$ cat config.mk
export PLATFORM = sky130hd
export DESIGN_NAME = bcd_counter_bank
export DESIGN_NICKNAME = d
export VERILOG_FILES = /design/src/rtl/bcd_counter_bank.sv
export SDC_FILE = /design/constraint.sdc
export NUM_CORES = 1
export LEC_CHECK = 0
export BUFFER_PORTS_ARGS = -buffer_cell sky130_fd_sc_hd__buf_2
export CORE_ASPECT_RATIO = 0.9
export CORE_UTILIZATION = 50
export DETAILED_ROUTE_END_ITERATION = 10
export GPL_TIMING_DRIVEN = 0
export PLACE_DENSITY = 0.73
export SLEW_MARGIN = 10
export SYNTH_ARGS = -nofsm -noshare
export SYNTH_HDL_FRONTEND = slang
export SYNTH_SLANG_ARGS = --single-unit
$ cat constraint.sdc
create_clock -name clk -period 2.3 [get_ports clk]
set_clock_uncertainty 0.1 [all_clocks]
set_input_delay 0.23 -clock clk [delete_from_list [all_inputs] [get_ports clk]]
set_output_delay 0.23 -clock clk [all_outputs]
set_load 0.02 [all_outputs]
$ cat src/rtl/bcd_counter_bank.sv
// Multi-digit BCD event counter with ripple carry, refresh snapshot and display scan.
// Increment: digit updates one edge after inc_pulse; carries move one digit per edge (<= DIGITS+1 edges).
// No backpressure: inc_pulse while busy is dropped; refresh during busy is held and latched once idle.
module bcd_counter_bank #(
  parameter int DIGITS   = 6,
  parameter int SCAN_DIV = 1000,
  parameter int SCAN_W   = 16
) (
  input  logic                  clk,
  input  logic                  reset,
  input  logic                  inc_pulse,
  input  logic [DIGITS-1:0]     inc_mask,
  input  logic                  ref_pulse,
  input  logic                  clr,
  output logic                  busy,
  output logic                  overflow,
  output logic [4*DIGITS-1:0]   display_bcd,
  output logic [DIGITS-1:0]     scan_sel,
  output logic [3:0]            scan_bcd
);

  typedef enum logic {IDLE, CARRY} state_t;

  state_t                state, state_next;
  logic [4*DIGITS-1:0]   cnt, cnt_next;
  logic [DIGITS-1:0]     pend, pend_next;
  logic [DIGITS-1:0]     carry;
  logic                  ovf_next;
  logic                  start;
  logic                  latch_ok;
  logic                  do_latch;
  logic                  ref_pending;
  logic [SCAN_W-1:0]     scan_cnt;
  logic [3:0]            sel_digit;

  // An increment is accepted only from IDLE with a non-empty mask; clear always wins.
  assign start    = (state == IDLE) && inc_pulse && (|inc_mask) && !clr;
  // The snapshot is only taken when the count is settled and not about to change.
  assign latch_ok = (state == IDLE) && !start;
  assign do_latch = (ref_pulse || ref_pending) && latch_ok;
  assign busy     = (state == CARRY);

  // Next-state logic: accept masks, step every pending digit, forward carries one digit up.
  always_comb begin
    state_next = state;
    cnt_next   = cnt;
    pend_next  = pend;
    ovf_next   = overflow;
    carry      = '0;
    if (clr) begin
      state_next = IDLE;
      cnt_next   = '0;
      pend_next  = '0;
      ovf_next   = 1'b0;
    end else begin
      case (state)
        IDLE: begin
          if (start) begin
            pend_next  = inc_mask;
            state_next = CARRY;
          end
        end
        CARRY: begin
          for (int i = 0; i < DIGITS; i++) begin
            if (pend[i]) begin
              if (cnt[4*i +: 4] == 4'd9) begin
                cnt_next[4*i +: 4] = 4'd0;
                carry[i]           = 1'b1;
              end else begin
                cnt_next[4*i +: 4] = cnt[4*i +: 4] + 4'd1;
              end
            end
          end
          // A carry into a digit that was also masked lands next cycle, so nothing is lost.
          pend_next[0] = 1'b0;
          for (int i = 1; i < DIGITS; i++) begin
            pend_next[i] = carry[i-1];
          end
          if (carry[DIGITS-1]) begin
            ovf_next = 1'b1;
          end
          state_next = (|pend_next) ? CARRY : IDLE;
        end
        default: begin
          state_next = IDLE;
          pend_next  = '0;
        end
      endcase
    end
  end

  // Counter state registers.
  always_ff @(posedge clk or posedge reset) begin
    if (reset) begin
      state    <= IDLE;
      cnt      <= '0;
      pend     <= '0;
      overflow <= 1'b0;
    end else begin
      state    <= state_next;
      cnt      <= cnt_next;
      pend     <= pend_next;
      overflow <= ovf_next;
    end
  end

  // Refresh snapshot; repeated refresh requests while waiting collapse into one latch.
  always_ff @(posedge clk or posedge reset) begin
    if (reset) begin
      display_bcd <= '0;
      ref_pending <= 1'b0;
    end else if (do_latch) begin
      display_bcd <= cnt;
      ref_pending <= 1'b0;
    end else if (ref_pulse) begin
      ref_pending <= 1'b1;
    end
  end

  // Scan slot timer and one-hot digit rotation.
  always_ff @(posedge clk or posedge reset) begin
    if (reset) begin
      scan_cnt <= '0;
      scan_sel <= DIGITS'(1);
    end else if (scan_cnt == SCAN_W'(SCAN_DIV - 1)) begin
      scan_cnt <= '0;
      scan_sel <= (scan_sel << 1) | (scan_sel >> (DIGITS - 1));
    end else begin
      scan_cnt <= scan_cnt + SCAN_W'(1);
    end
  end

  // Pick the display digit addressed by the current select.
  always_comb begin
    sel_digit = 4'd0;
    for (int i = 0; i < DIGITS; i++) begin
      if (scan_sel[i]) begin
        sel_digit = display_bcd[4*i +: 4];
      end
    end
  end

  // Registered digit bus towards the segment driver.
  always_ff @(posedge clk or posedge reset) begin
    if (reset) begin
      scan_bcd <= 4'd0;
    end else begin
      scan_bcd <= sel_digit;
    end
  end

endmodule

==> results by group <==
Run status
  • Outcome: finished clean

Global route
  • GR Util met3: 5.35%
  • Met1 Use GR: 31.8%
  • Met2 Use GR: between 30 and 40%
  • First-pass GRT wire length: 14000 um
  • GRT overflow: 0
  • Most Crowded Layer GR: met2
  • Antenna violations before repair: 0
  • Total track usage: ~22%
  • Largest net degree at the start of global routing: 39
  • Vias in the first global route: between 2000 and 3000

Hold path
  • Worst Hold Class: input port to flip-flop

Clock tree
  • Clock sinks: 83
  • Root Driver: clkbuf_8
  • CTS Buffer Depth: 2
  • Clk Latency, worst-skew pair: approximately 0.35 ns
  • H-tree lvl count: 3
  • CTS tree: yes
  • CTS Buf Count: 9
  • Clock transition at path regs: 0.09 ns

Drt
  • Final wirelength: 8480 um
  • DRT iter0 DRCs: ~110
  • DR WL/cell: around 16 um
  • Vias per Instance: ~5.6
  • Post-route ant nets: 0
  • Vias: ~3000
  • DRC: 0
  • First-pass DRT Iterations: 4

Synth
  • Seq/Total Area, Yosys: between 50% and 60%
  • Mapped Cells: 372
  • Mapped cell area: between 3000 and 4000 um^2
  • Primary FF master, synth: dfrtp_1
  • Mapped Avg Cell Area: about 11 um^2
  • Ys async rst share: 100%
  • #FFs+latches synth: 83
  • YS warnings: 0
  • Number of synthesized flops with an enable pin: 0
  • Syn Nets: roughly 400
  • Cell variety after synth: 43

Layout
  • Post-Layout Cell Count: 534
  • Synth-to-layout area growth: 15.7%
  • Most frequent cells in the layout: dfrtp_1, buf_2, a21oi_1
  • Final design utilization: 60.4%
  • Commonest non-fill, non-tap cell in the layout: dfrtp_1
  • Fin nets: 457
  • Sequential Area: between 2000 and 2500 um^2
  • Layout cells sized above 1: around 22%
  • N_diodes: 0
  • Fillcell total: approximately 630
  • Area occupied by multi-input gates: ~1700 um^2

Timing
  • Hold slack: ~0.025 ns
  • Worst-Margin Slew: ~0.57 ns
  • Slew Limit Fails: 0
  • Period utilization: between 90 and 100%
  • Final worst setup slack: between 0.15 and 0.2 ns
  • # setup viols final: 0
  • RSZ-0062 raised after global routing: no
  • Hold Fails Final Rpt: 0
  • FMAX: 470 MHz
  • Slew headroom: between 60% and 70%
  • Post-layout min period: about 2.1 ns

Placement
  • Final RePlAce weighted congestion: ~0.86
  • Inst Count DP: just over 500
  • # port buffers: 45
  • Setup slack after placement: -0.00634 ns
  • Hpwl dp: approximately 6100 um

Setup path
  • RR Endpoint: scan_sel[4]
  • CP required: 2.44 ns
  • Reg2reg path depth: 4
  • CP Launch Type: flip-flop
  • Critical R2R Launch: scan_cnt[13]
  • Critical path origin: scan_cnt[13]
  • Worst setup path class: flip-flop to flip-flop
  • Reg-to-reg setup timing slack: approximately 0.17 ns
  • Setup crit end: scan_sel[4]
  • Critical path fanouts, max: 10
  • CP Capture Type: flip-flop
  • WP data arrival: roughly 2.3 ns

Power
  • Clock power share: roughly two fifths
  • Part of the power in registers: between 50% and 60%
  • Sw Ratio: between 20% and 30%
  • P_sw: 705 uW
  • Pwr/cell area: approximately 610 nW/um^2
  • Peak supply drop: 0.000417 V
  • Internal: between 2000 and 2500 uW
  • Overall power: between 2000 and 3000 uW
  • Leak: approximately 0.0022 uW
  • Combinational power share: under 10%

Floorplan
  • Die X: roughly 96 um
  • Vert. Die Dim: ~87 um
  • Row cnt: 30
  • Core Area: approximately 7600 um^2
  • Initial Utilization: 52.2%
  • I/O Pins: 47
  • Die ar.: about 8300 um^2

Flow run
  • Max-Cap Viols: 0
[cells in the mapped netlist, types with 2 or more instances]
library cell | number | area share, %
mux2_2 | 10 | 2.8
o22ai_1 | 6 | 0.94
dfrtp_1 | 82 | 52
and3b_1 | 6 | 1.3
mux2i_1 | 3 | 0.75
mux2_4 | 10 | 3.8
nor2_1 | 29 | 2.7
a31oi_1 | 3 | 0.47
a211oi_1 | 6 | 1.1
nor2b_1 | 6 | 0.94
nor4_1 | 3 | 0.47
nor3_1 | 20 | 2.5
xnor2_1 | 6 | 1.3
xor2_1 | 7 | 1.5
ha_1 | 13 | 4.1
nand3_1 | 19 | 2.4
o21ai_0 | 12 | 1.5
a22oi_1 | 4 | 0.75
clkbuf_1 | 11 | 1.0
a21oi_1 | 33 | 4.1
inv_1 | 18 | 1.7
or3_1 | 9 | 1.4
nor3b_1 | 4 | 0.75
mux2_1 | 2 | 0.57
a221oi_1 | 9 | 2.0
nand2_1 | 23 | 2.2
nand4_1 | 2 | 0.31
[power by group through the flow]
stage | logic [uW] | registers (uW) | clock network (uW)
after CTS | 217 | 1510 | 1120
after floorplan | 137 | 1540 | 0
after global routing | 236 | 1510 | 1170
after global placement | 202 | 1530 | 0
after detailed placement | 215 | 1530 | 0
final | 214 | 1510 | 1090
[logic make-up after synthesis]
group                    share of synthesized area, %
AND/OR/NAND/NOR                                  16.6
flip-flops                                       52.2
AO/OA/AOI/OAI                                    12.3
buffers and inverters                            4.09
multiplexers                                     7.92
XOR/XNOR                                         2.86
adder cells (fa/ha/maj)                          4.09
[routing by layer]
| layer | wire [um] | share of wire [%] |
|---|---|---|
| met1 | 4010 | 47 |
| met3 | 383 | 4.5 |
| met2 | 4020 | 47 |
| met5 | 0 | 0 |
| met4 | 68 | 0.80 |
[stage by stage]
stage	instance area (um^2)	setup TNS, ns
2_1_floorplan	3990	0
3_3_place_gp	4330	-0.0141
3_5_place_dp	4370	-0.00736
4_1_cts	4590	0
5_1_grt	4600	0
6_report	4600	0
[flip-flops by register name, summed over array words and instances, names as in the netlist]
name,flops
busy,1
cnt,24
display_bcd,24
overflow,1
pend,6
ref_pending,1
scan_bcd,4
scan_cnt,16
scan_sel,6
[final cells by class]
cell class,instances,area share [%]
Sequential cell,83,45.1
Clock inverter,6,1.55
Inverter,18,1.55
Buffer,15,2.07
Multi-Input combinational cell,256,37.8
Tap cell,96,2.61
Timing Repair Buffer,50,6.30
Clock buffer,10,2.99
[critical path, stage by stage, from the launching register on]
cell and delay, ns:
dfrtp_1 0.42, or4_1 0.59, nor4_4 0.35, buf_4 0.23, mux2_2 0.34
[timing repair]
item / in CTS / in global routing
setup endpoints to repair: 0 / 2
resized for setup: 0 / 0
hold endpoints to repair: 14 / 0
hold buffers: 1 / 0
buffers inserted: 0 / 2
[worst min-delay path by stage]
stage,from,end,cells past startpoint
2_1_floorplan,ref_pulse,ref_pending,1
3_3_place_gp,scan_cnt[15],scan_cnt[15],1
3_5_place_dp,reset,scan_sel[1],2
4_1_cts,ref_pulse,ref_pending,2
5_1_grt,ref_pulse,ref_pending,2
6_report,ref_pulse,ref_pending,2
(Power assumes the default switching activity.)
